==> config.mk <==
export PLATFORM = sky130hd
export DESIGN_NAME = kinase_valve_sequencer
export DESIGN_NICKNAME = d
export VERILOG_FILES = /design/src/rtl/kinase_seq_pkg.sv /design/src/rtl/kinase_valve_sequencer_phaser.sv /design/src/rtl/kinase_valve_sequencer.sv
export SDC_FILE = /design/constraint.sdc
export NUM_CORES = 1
export LEC_CHECK = 0
export ABC_AREA = 0
export CAP_MARGIN = 20
export CELL_PAD_IN_SITES_DETAIL_PLACEMENT = 1
export CELL_PAD_IN_SITES_GLOBAL_PLACEMENT = 1
export CORE_ASPECT_RATIO = 0.75
export CORE_MARGIN = 1.5
export CORE_UTILIZATION = 28
export DETAILED_ROUTE_END_ITERATION = 12
export MAX_ROUTING_LAYER = met4
export PLACE_DENSITY_LB_ADDON = 0.3
export SLEW_MARGIN = 20
export SYNTH_ARGS = -nofsm -noshare
export SYNTH_HDL_FRONTEND = slang
export SYNTH_SLANG_ARGS = --single-unit
==> constraint.sdc <==
create_clock -name clk -period 4 [get_ports clk]
set_input_delay 0.8 -clock clk [delete_from_list [all_inputs] [get_ports clk]]
set_output_delay 0.8 -clock clk [all_outputs]
set_load 0.05 [all_outputs]
==> src/rtl/kinase_seq_pkg.sv <==
// Shared types, valve bit positions and command decoding for the kinase valve sequencer.
// The 22-bit valve vector is ordered c1..c13, s1..s4, p1..p5 from bit 0 upward.
package kinase_seq_pkg;

  typedef enum logic [2:0] {
    OP_LOAD  = 3'd0,
    OP_CIRC  = 3'd1,
    OP_WASH  = 3'd2,
    OP_ELUTE = 3'd3,
    OP_DRAIN = 3'd4
  } op_e;

  typedef enum logic [2:0] {
    ST_IDLE   = 3'd0,
    ST_SETTLE = 3'd1,
    ST_PUMP   = 3'd2,
    ST_CLOSE  = 3'd3,
    ST_DONE   = 3'd4
  } state_e;

  typedef enum logic [1:0] {
    PK_NONE = 2'd0,
    PK_TRI  = 2'd1,
    PK_DUAL = 2'd2
  } pump_kind_e;

  localparam int V1  = 0;
  localparam int V2  = 1;
  localparam int V3  = 2;
  localparam int V4  = 3;
  localparam int V5  = 4;
  localparam int V6  = 5;
  localparam int V7  = 6;
  localparam int V8  = 7;
  localparam int V9  = 8;
  localparam int V10 = 9;
  localparam int V11 = 10;
  localparam int V12 = 11;
  localparam int V13 = 12;
  localparam int VS1 = 13;
  localparam int VS2 = 14;
  localparam int VS3 = 15;
  localparam int VS4 = 16;
  localparam int VP1 = 17;
  localparam int VP2 = 18;
  localparam int VP3 = 19;
  localparam int VP4 = 20;
  localparam int VP5 = 21;

  // Valves held open for the whole command; pump valves are driven by the phaser.
  function automatic logic [21:0] route_mask(input op_e op, input logic [1:0] sel);
    logic [21:0] m;
    m = '0;
    case (op)
      OP_LOAD: begin
        case (sel)
          2'd0:    m[V1] = 1'b1;
          2'd1:    m[V2] = 1'b1;
          2'd2:    m[V3] = 1'b1;
          default: m[V1] = 1'b0;
        endcase
        m[V4] = 1'b1;
        m[V5] = 1'b1;
      end
      OP_CIRC: begin
        m[V7]  = 1'b1;
        m[V9]  = 1'b1;
        m[V10] = 1'b1;
        m[VS3] = 1'b1;
      end
      OP_WASH: begin
        m[V4]  = 1'b1;
        m[V6]  = 1'b1;
        m[VS1] = 1'b1;
      end
      OP_ELUTE: begin
        m[VS4] = 1'b1;
        if (sel == 2'd0) m[V12] = 1'b1;
        else             m[V13] = 1'b1;
      end
      OP_DRAIN: m[V8] = 1'b1;
      default:  m = '0;
    endcase
    return m;
  endfunction

  function automatic logic cmd_legal(input op_e op, input logic [1:0] sel);
    case (op)
      OP_LOAD:                    return sel != 2'd3;
      OP_CIRC, OP_WASH, OP_DRAIN: return 1'b1;
      OP_ELUTE:                   return sel <= 2'd1;
      default:                    return 1'b0;
    endcase
  endfunction

  function automatic pump_kind_e pump_kind(input op_e op);
    case (op)
      OP_LOAD, OP_CIRC: return PK_TRI;
      OP_WASH:          return PK_DUAL;
      default:          return PK_NONE;
    endcase
  endfunction

endpackage

==> src/rtl/kinase_valve_sequencer_phaser.sv <==
// Peristaltic phase timer: steps through 1, 2 or 3 pump phases of PHASE_CYCLES clocks each.
// open_next is the pump-valve open pattern that will hold after the current edge.
module peristaltic_phaser
  import kinase_seq_pkg::*;
#(
  parameter int PHASE_CYCLES = 1000
) (
  input  logic       clk,
  input  logic       rst_n,
  input  logic       start,
  input  logic       run,
  input  pump_kind_e kind,
  input  logic       rev,
  output logic [4:0] open_next,
  output logic       cycle_done
);

  localparam int TW = (PHASE_CYCLES > 1) ? $clog2(PHASE_CYCLES) : 1;
  localparam logic [TW-1:0] T_LAST = TW'(PHASE_CYCLES - 1);

  logic [TW-1:0] timer_reg, timer_next;
  logic [1:0]    phase_reg, phase_next, phase_last, slot;
  logic          phase_end;

  always_comb begin
    case (kind)
      PK_TRI:  phase_last = 2'd2;
      PK_DUAL: phase_last = 2'd1;
      default: phase_last = 2'd0;
    endcase
  end

  assign phase_end  = run && (timer_reg == T_LAST);
  assign cycle_done = phase_end && (phase_reg == phase_last);

  always_comb begin
    timer_next = timer_reg;
    phase_next = phase_reg;
    if (start) begin
      timer_next = '0;
      phase_next = '0;
    end else if (run) begin
      if (timer_reg == T_LAST) begin
        timer_next = '0;
        phase_next = (phase_reg == phase_last) ? 2'd0 : phase_reg + 2'd1;
      end else begin
        timer_next = timer_reg + 1'b1;
      end
    end
  end

  // Reverse direction walks the same phase sequence from the far end of the pump.
  assign slot = rev ? (phase_last - phase_next) : phase_next;

  always_comb begin
    case (kind)
      PK_TRI:  open_next = 5'b00001 << slot;
      PK_DUAL: open_next = 5'b01000 << slot;
      default: open_next = 5'b00000;
    endcase
  end

  always_ff @(posedge clk or negedge rst_n) begin
    if (!rst_n) begin
      timer_reg <= '0;
      phase_reg <= '0;
    end else begin
      timer_reg <= timer_next;
      phase_reg <= phase_next;
    end
  end

endmodule

==> src/rtl/kinase_valve_sequencer.sv <==
// Command-driven valve sequencer for the kinase_activity chip (1 = pressurised = closed).
// Define KINASE_STROKE_CNT_EN to add the saturating stroke_cnt output.
module kinase_valve_sequencer
  import kinase_seq_pkg::*;
#(
  parameter int PHASE_CYCLES  = 1000,
  parameter int SETTLE_CYCLES = 500,
  parameter int LEN_W         = 16
) (
  input  logic             clk,
  input  logic             rst_n,
  input  logic             cmd_valid,
  output logic             cmd_ready,
  input  logic [2:0]       cmd_op,
  input  logic [1:0]       cmd_sel,
  input  logic             cmd_rev,
  input  logic [LEN_W-1:0] cmd_len,
  input  logic             abort,
  output logic [12:0]      c_ctl,
  output logic [3:0]       s_ctl,
  output logic [4:0]       p_ctl,
  output logic             busy,
  output logic             done,
  output logic             err
`ifdef KINASE_STROKE_CNT_EN
  ,
  output logic [31:0]      stroke_cnt
`endif
);

  localparam int STW = (SETTLE_CYCLES > 1) ? $clog2(SETTLE_CYCLES) : 1;
  localparam logic [STW-1:0] SETTLE_LAST = STW'(SETTLE_CYCLES - 1);

  state_e           state_reg;
  pump_kind_e       kind_reg;
  logic             rev_reg;
  logic [LEN_W-1:0] len_reg, cyc_reg;
  logic [STW-1:0]   tmr_reg;

  op_e        op_in;
  logic [21:0] open_mask;
  logic       tmr_last, pump_start, pump_run, cycle_done, to_close;
  logic [4:0] p_open_next;

  assign op_in      = op_e'(cmd_op);
  assign open_mask  = route_mask(op_in, cmd_sel);
  assign tmr_last   = (tmr_reg == SETTLE_LAST);
  assign pump_start = (state_reg == ST_SETTLE) && tmr_last && !abort && (len_reg != '0);
  assign pump_run   = (state_reg == ST_PUMP);

  // Every path into CLOSE: abort, zero-length command, or the last pump cycle finishing.
  assign to_close = ((state_reg == ST_SETTLE) && (abort || (tmr_last && (len_reg == '0)))) ||
                    ((state_reg == ST_PUMP) &&
                     (abort || (cycle_done && (cyc_reg == len_reg - 1'b1))));

  peristaltic_phaser #(
    .PHASE_CYCLES(PHASE_CYCLES)
  ) u_phaser (
    .clk       (clk),
    .rst_n     (rst_n),
    .start     (pump_start),
    .run       (pump_run),
    .kind      (kind_reg),
    .rev       (rev_reg),
    .open_next (p_open_next),
    .cycle_done(cycle_done)
  );

  always_ff @(posedge clk or negedge rst_n) begin
    if (!rst_n) begin
      state_reg <= ST_IDLE;
      kind_reg  <= PK_NONE;
      rev_reg   <= 1'b0;
      len_reg   <= '0;
      cyc_reg   <= '0;
      tmr_reg   <= '0;
      c_ctl     <= '1;
      s_ctl     <= '1;
      p_ctl     <= '1;
      cmd_ready <= 1'b1;
      busy      <= 1'b0;
      done      <= 1'b0;
      err       <= 1'b0;
    end else begin
      done <= 1'b0;
      err  <= 1'b0;
      if (to_close) begin
        state_reg <= ST_CLOSE;
        tmr_reg   <= '0;
        c_ctl     <= '1;
        s_ctl     <= '1;
        p_ctl     <= '1;
      end else begin
        case (state_reg)
          ST_IDLE: begin
            if (cmd_valid) begin
              cmd_ready <= 1'b0;
              if (cmd_legal(op_in, cmd_sel)) begin
                state_reg <= ST_SETTLE;
                busy      <= 1'b1;
                kind_reg  <= pump_kind(op_in);
                rev_reg   <= cmd_rev;
                len_reg   <= cmd_len;
                tmr_reg   <= '0;
                c_ctl     <= ~open_mask[V13:V1];
                s_ctl     <= ~open_mask[VS4:VS1];
                p_ctl     <= ~open_mask[VP5:VP1];
              end else begin
                state_reg <= ST_DONE;
                done      <= 1'b1;
                err       <= 1'b1;
              end
            end
          end
          ST_SETTLE: begin
            if (tmr_last) begin
              state_reg <= ST_PUMP;
              cyc_reg   <= '0;
              p_ctl     <= ~p_open_next;
            end else begin
              tmr_reg <= tmr_reg + 1'b1;
            end
          end
          ST_PUMP: begin
            p_ctl <= ~p_open_next;
            if (cycle_done) cyc_reg <= cyc_reg + 1'b1;
          end
          ST_CLOSE: begin
            if (tmr_last) begin
              state_reg <= ST_DONE;
              busy      <= 1'b0;
              done      <= 1'b1;
            end else begin
              tmr_reg <= tmr_reg + 1'b1;
            end
          end
          ST_DONE: begin
            state_reg <= ST_IDLE;
            cmd_ready <= 1'b1;
          end
          default: state_reg <= ST_IDLE;
        endcase
      end
    end
  end

`ifdef KINASE_STROKE_CNT_EN
  always_ff @(posedge clk or negedge rst_n) begin
    if (!rst_n) begin
      stroke_cnt <= '0;
    end else if (pump_run && cycle_done && (kind_reg != PK_NONE) &&
                 (stroke_cnt != 32'hFFFF_FFFF)) begin
      stroke_cnt <= stroke_cnt + 32'd1;
    end
  end
`endif

endmodule

Yosys cells after proc, flatten, opt, wreduce, memory -nomap -nowiden

Cells that the tools add are included.

Register bits after elaboration: 85
Input port bits: 26
Output and inout port bits: 26
Logic and storage cells: 163

Add/sub/neg operators: 6
Order comparisons: 1
Equality and inequality tests: 28
Shift operators: 2
Multiplexer cells: 68
Bitwise logic cells: 4
Reductions and logical operators: 39

Operator list:

| kind                  | number |
|---|---|
| $mux 13               | 4 |
| $mux 9                | 4 |
| $mux 16               | 2 |
| $pmux 16 s2           | 1 |
| $mux 10               | 3 |
| $mux 1                | 23 |
| $mux 5                | 4 |
| $reduce_and 4->1      | 5 |
| $mux 3                | 6 |
| $pmux 9 s2            | 1 |
| $add 16x1->16 const B | 1 |
| $eq 16x16->1          | 1 |
| $logic_not 16->1      | 1 |
| $mux 4                | 4 |
| $reduce_bool 16->1    | 1 |
| $sub 16x1->16 const B | 1 |
| $pmux 5 s3            | 1 |
| $mux 2                | 7 |
| $ne 2x2->1 const B    | 7 |
| $reduce_bool 2->1     | 7 |
| $not 13->13           | 1 |
| $eq 3x2->1 const B    | 4 |
| $ne 3x3->1 const B    | 4 |
| $pmux 3 s4            | 1 |
| 33 further kinds      | 54 |

Depth between registers and ports, before layout

Depth after elaboration: 15
Mapped depth: 15
Mapped depth without buffers: 14

Cells and area by module

A second synthesis with hierarchy kept.

Cells, all modules: 510
Area, all modules: 4887.2 um^2

Modules (own cells, without submodules):

| module                 | times used | cells an instance | area each (um^2) | seq. area each (um^2) |
|---|---|---|---|---|
| kinase_valve_sequencer | 1          | 400               | 3875.0           | 1697.9 |
| peristaltic_phaser     | 1          | 110               | 1012.2           | 300.3 |

Worst setup path after synthesis

OpenSTA, ideal clock, no wires.

Path type: register to register
From: register len_reg[4]
To: register p_ctl[3]
Setup time: 0.061 ns
Arrival: 3.032 ns
Required time: 3.939 ns
Path slack: 0.907 ns
Stages on the path, launching flop included: 16
Buffers on the path: 3
Clock period less this slack: 3.093 ns
Cell sequence: dfrtp_1 buf_6 or4_1 buf_2 nor4_1 or4b_2 buf_2 o21ai_0 inv_1 ha_1 xor2_1 nand2_1 xnor2_1 nor3_1 a31oi_1 o22a_1

Cells in the longest elaborated chain, start to end: 11
Elaborated cells on any way between the ends: 27
Those cells by class: 2 x add/sub; 4 x eq/ne; 2 x shift; 6 x mux; 1 x bitwise; 12 x reduce/logical

Ends and longest elaborated chain:

| item                                              | RTL line                                                                 | text |
|---|---|---|
| start, declared                                   | kinase_valve_sequencer.sv:37                                             | `logic [LEN_W-1:0] len_reg, cyc_reg;` |
| start signal, assigned                            | kinase_valve_sequencer.sv:103                                            | `len_reg <= cmd_len;` |
| $reduce_bool 16->1 (*)                            | kinase_valve_sequencer.sv:48                                             | `assign pump_start = (state_reg == ST_SETTLE) && tmr_last && !abort && (len_reg != '0);` |
| $logic_and 1x1->1 (*)                             | kinase_valve_sequencer.sv:48                                             |  |
| $mux 2 (*)                                        | kinase_valve_sequencer_phaser.sv:39                                      | `if (start) begin` |
| net u_phaser.phase_next[0]                        | kinase_valve_sequencer_phaser.sv:22                                      | `logic [1:0] phase_reg, phase_next, phase_last, slot;` |
| $sub 2x2->2                                       | kinase_valve_sequencer_phaser.sv:53                                      | `assign slot = rev ? (phase_last - phase_next) : phase_next;` |
| $mux 2 (*)                                        | kinase_valve_sequencer_phaser.sv:53                                      |  |
| $shl 4x2->5 / $shl 1x2->5 (equally long branches) | kinase_valve_sequencer_phaser.sv:58, kinase_valve_sequencer_phaser.sv:57 |  |
| $pmux 5 s2 (*)                                    | kinase_valve_sequencer_phaser.sv:56                                      | `case (kind)` |
| $not 5->5 (*)                                     | kinase_valve_sequencer.sv:119, kinase_valve_sequencer.sv:125             |  |
| $mux 5                                            | kinase_valve_sequencer.sv:116                                            | `if (tmr_last) begin` |
| $pmux 5 s3 (*)                                    | kinase_valve_sequencer.sv:94                                             | `case (state_reg)` |
| $mux 5 (*)                                        | kinase_valve_sequencer.sv:87                                             | `if (to_close) begin` |
| end signal, assigned                              | kinase_valve_sequencer.sv:107                                            | `p_ctl <= ~open_mask[VP5:VP1];` |
| end signal, assigned                              | kinase_valve_sequencer.sv:119                                            | `p_ctl <= ~p_open_next;` |
| end signal, assigned                              | kinase_valve_sequencer.sv:125                                            | `p_ctl <= ~p_open_next;` |
| end, declared                                     | kinase_valve_sequencer.sv:21                                             | `output logic [4:0] p_ctl,` |

Mark *: on every way through the listed nets, which the timed path passes. The rest lies on a longest branch. The select of a mux whose other input is x is not followed.
A chain may end at the register's enable or synchronous reset.

Worst setup path after layout

From: register tmr_reg[0]
To: register p_ctl[3]

Cells in the longest elaborated chain, start to end: 13
Elaborated cells on any way between the ends: 23
Those cells by class: 1 x add/sub; 4 x eq/ne; 2 x shift; 6 x mux; 1 x bitwise; 9 x reduce/logical

Ends and longest elaborated chain:

| item                                              | RTL line                                                                 | text |
|---|---|---|
| start, declared                                   | kinase_valve_sequencer.sv:38                                             | `logic [STW-1:0] tmr_reg;` |
| start signal, assigned                            | kinase_valve_sequencer.sv:121                                            | `tmr_reg <= tmr_reg + 1'b1;` |
| start signal, assigned                            | kinase_valve_sequencer.sv:134                                            | `tmr_reg <= tmr_reg + 1'b1;` |
| $eq 9x9->1 (*)                                    | kinase_valve_sequencer.sv:47                                             | `assign tmr_last = (tmr_reg == SETTLE_LAST);` |
| $logic_and 1x1->1 (*) (3 in a row)                | kinase_valve_sequencer.sv:48                                             |  |
| $mux 2 (*)                                        | kinase_valve_sequencer_phaser.sv:39                                      |  |
| net u_phaser.phase_next[0]                        | kinase_valve_sequencer_phaser.sv:22                                      |  |
| $sub 2x2->2                                       | kinase_valve_sequencer_phaser.sv:53                                      |  |
| $mux 2 (*)                                        | kinase_valve_sequencer_phaser.sv:53                                      |  |
| $shl 4x2->5 / $shl 1x2->5 (equally long branches) | kinase_valve_sequencer_phaser.sv:58, kinase_valve_sequencer_phaser.sv:57 |  |
| $pmux 5 s2 (*)                                    | kinase_valve_sequencer_phaser.sv:56                                      |  |
| $not 5->5 (*)                                     | kinase_valve_sequencer.sv:119, kinase_valve_sequencer.sv:125             |  |
| $mux 5                                            | kinase_valve_sequencer.sv:116                                            |  |
| $pmux 5 s3 (*)                                    | kinase_valve_sequencer.sv:94                                             |  |
| $mux 5 (*)                                        | kinase_valve_sequencer.sv:87                                             |  |

Marks and branches as above.

==> summary.md <==
| Metric | Value |
|---|---|
| Main flop type after synthesis | dfrtp_1 |
| Setup TNS | 0 ps |
| Post-CTS sizing | 0 |
| Final WS setup | 449.1 ps |
| GR Layer Usage met1 | 21.94% |
| Setup violators final | 0 |
| Min cycle time layout | roughly 3600 ps |
| Final std cells w/o fill | 796 |
| Fin util | 34.37% |
| TritonCTS clock tree | yes |
| Fin nets | 610 |
| Ys Warns | 0 |
| Clk sink count | 79 |
| RSZ-0062 raised after global routing | no |
| Biggest area consumer among synthesized cells | dfrtp_1 |
| Min-delay worst type | register to register |
| Io pins | 52 |
| Worst path arrival time | 3850 ps |
| Mapped Area | roughly 0.0048 mm2 |
| Tot Pwr | ~1.9 mW |
| Status | complete, no violations |
| WP data required | between 4000 and 5000 ps |
| H-Tree Depth | 3 |
| Share of the yosys chip area belonging to registers | a little over two fifths |
| Synth cell types | 73 |
| Area grow syn2layout | 20.34% |
| Crit end category | register |
| Kind of critical path | register to register |
| Tcrit/Tclk final | about nine tenths |
| Cells after DPL | 780 |
| Worst slack at placement | between 400 and 500 ps |
| Fmax | between 200 and 300 MHz |
| Antenna diodes | 0 |
| Slew of the pin with the lowest slew margin | 965.7 ps |
| Post-DP Area | between 0.005 and 0.006 mm2 |
| Gr busiest metal | met2 |
| Clock Path Buffers | 2 |
| Starting Density | between 20% and 30% |
| Max-Cap Viols | 0 |
| Top-area cell type share of the netlist area | between 30 and 40% |
| Drt pass-1 iters | 4 |
| Register bit total from synthesis | between 70 and 80 |
| Detail Route Antenna Nets | 0 |
| Largest net degree at the start of global routing | between 70 and 80 |
| DRC | 0 |
| Final instance area | between 0.005 and 0.006 mm2 |
| Worst hold slack | between 500 and 600 ps |
| Most common cell in the netlist | nand2_1 |
| Gr usage total | between 10% and 20% |
| Critical path peak fanout | 7 |
| Routability cong. | between 0.8 and 0.9 |
| CTS hold repair buffers | 0 |
| Worst skew pair latency | 350 ps |
| Number of synthesized flops with an enable pin | 0 |
| CTS root buf | clkbuf_16 |
| Initial DRC Count | 214 |
| Die Y | approximately 120 um |
| Via density | 5.261 |
| Top cells by area, synth | dfrtp_1, dfstp_2, nand2_1 |
| Avg Synthesized Cell Area | about 9.0 um2 |
| Post-DP HPWL | just under 10 mm |
| Grt ovf | 0 |
| Number of port buffers | 49 |
| Rel. slew slack | a little over a third |
| Fraction of final layout cells sized beyond drive strength 1 | between 10% and 20% |
| Routed wire length | between 10 and 15 mm |
| DIE AREA | between 0.015 and 0.02 mm2 |
| Met2 Use GR | between 20% and 30% |
| Fin. Hold Viols | 0 |
| Met3 layer usage reported by global route | between 4 and 5% |
| Synth cell count leaders | nand2_1, dfrtp_1, a21oi_1, nor2_1, o21ai_0 |
| DR vias | around 4,200 |
| Peak supply drop | 0.1842 mV |
| Async set or reset register ratio after synthesis | 100.0% |
| Clk slew on worst S/H paths | around 70 ps |
| Post-CTS Setup Bufs | 0 |
| Syn Inst Count | 531 |
| Standard-cell row count | 41 |
| Post-DR wirelength/cell | roughly 17 um |
| Core area | 0.01677 mm2 |
| PwrDens | between 300 and 400 mW/mm2 |
| First-pass GRT wire length | about 23 mm |
| Slew Viols, Final | 0 |
| Filler cells | between 1,500 and 2,000 |
| Clock skew | 9.202 ps |
| Die width | ~150 um |
| Vias in the first global route | 4,418 |
| Lkg Pwr | 2.386 nW |
| Critical Path Start Type | register |
| Total CTS buffers | 9 |
| Number of antenna violations at the first check in global routing | 0 |
final timing paths:
path                             from  depth (start not counted)     endpoint  slack (ps)
setup / recovery           tmr_reg[0]                         13     p_ctl[3]         450
hold / removal               c_ctl[5]                          2     c_ctl[5]         510
setup reg to reg           tmr_reg[0]                         13     p_ctl[3]         450
hold reg to reg              c_ctl[5]                          2     c_ctl[5]         510
max in group asynchronous       rst_n                          2   len_reg[8]        2700
min in group asynchronous       rst_n                          1  len_reg[14]         600
worst max-delay path: stages, from the launching register on:
cell and delay [ps]:
dfrtp_1 390, ha_1 220, nor4bb_1 450, nand3_1 230, or4b_2 770, o21ai_0 170, inv_1 100, ha_1 210
xor2_1 130, nand2_1 80, xnor2_1 380, nor3_1 80, a31oi_1 160, o22a_1 140
area by class of cell:
cell class	instances	area, um2	area share (%)
timing repair buffer	64	600.6	10.42
clock inverter	6	43.79	0.7595
tap	215	269.0	4.666
clock buffer	10	239.0	4.145
multi-input combinational	408	2562	44.44
sequential	79	1998	34.66
inverter	14	52.55	0.9115
logic make-up (layout without fill, tap and decap cells):
group,Yosys count,after routing,synth area share [%]
xor gates and xnor gates,28,28,5.119
adders and majority gates,8,8,2.089
AOI/OAI and AO/OA,114,114,16.71
muxes,5,5,1.097
DFF,79,79,41.71
and+or+nand+nor,251,251,28.18
buffers and inverters,45,94,5.014
other,1,2,0.07827
per-layer routing:
layer	share of wire [%]	up-vias	wire, um
met5	0	-	0
met4	1.4	0	199
met3	4.3	19	584
met2	44	71	6004
met1	51	2086	6942
li1	-	2012	-
power breakdown:
group	switching [mW]	leakage [nW]	internal, mW	total [mW]
clock	0.362	0.127	0.438	0.801
sequential	0.0511	0.986	0.836	0.887
combinational	0.124	1.27	0.0991	0.223
total	0.537	2.39	1.37	1.91
layout by cell type, fill, tap and decap left out, types with 5 or more instances in the layout:
cell type	netlist	layout
nor2_1	31	31
clkdlybuf4s50_1	0	48
ha_1	8	8
nand4_1	14	14
and3_1	12	12
xor2_1	15	15
nor3_1	20	20
o211ai_1	8	8
dfrtp_1	62	62
a21oi_1	31	31
nand2_1	78	78
nor3b_1	5	5
or3_1	12	12
o21ai_0	21	21
inv_1	14	14
clkbuf_16	0	9
nand3_1	20	20
o31ai_1	5	5
and2_1	9	9
xnor2_1	13	13
buf_4	6	16
nand2b_1	8	8
or4_1	13	13
dfstp_2	17	17
(Power assumes the default switching activity.)
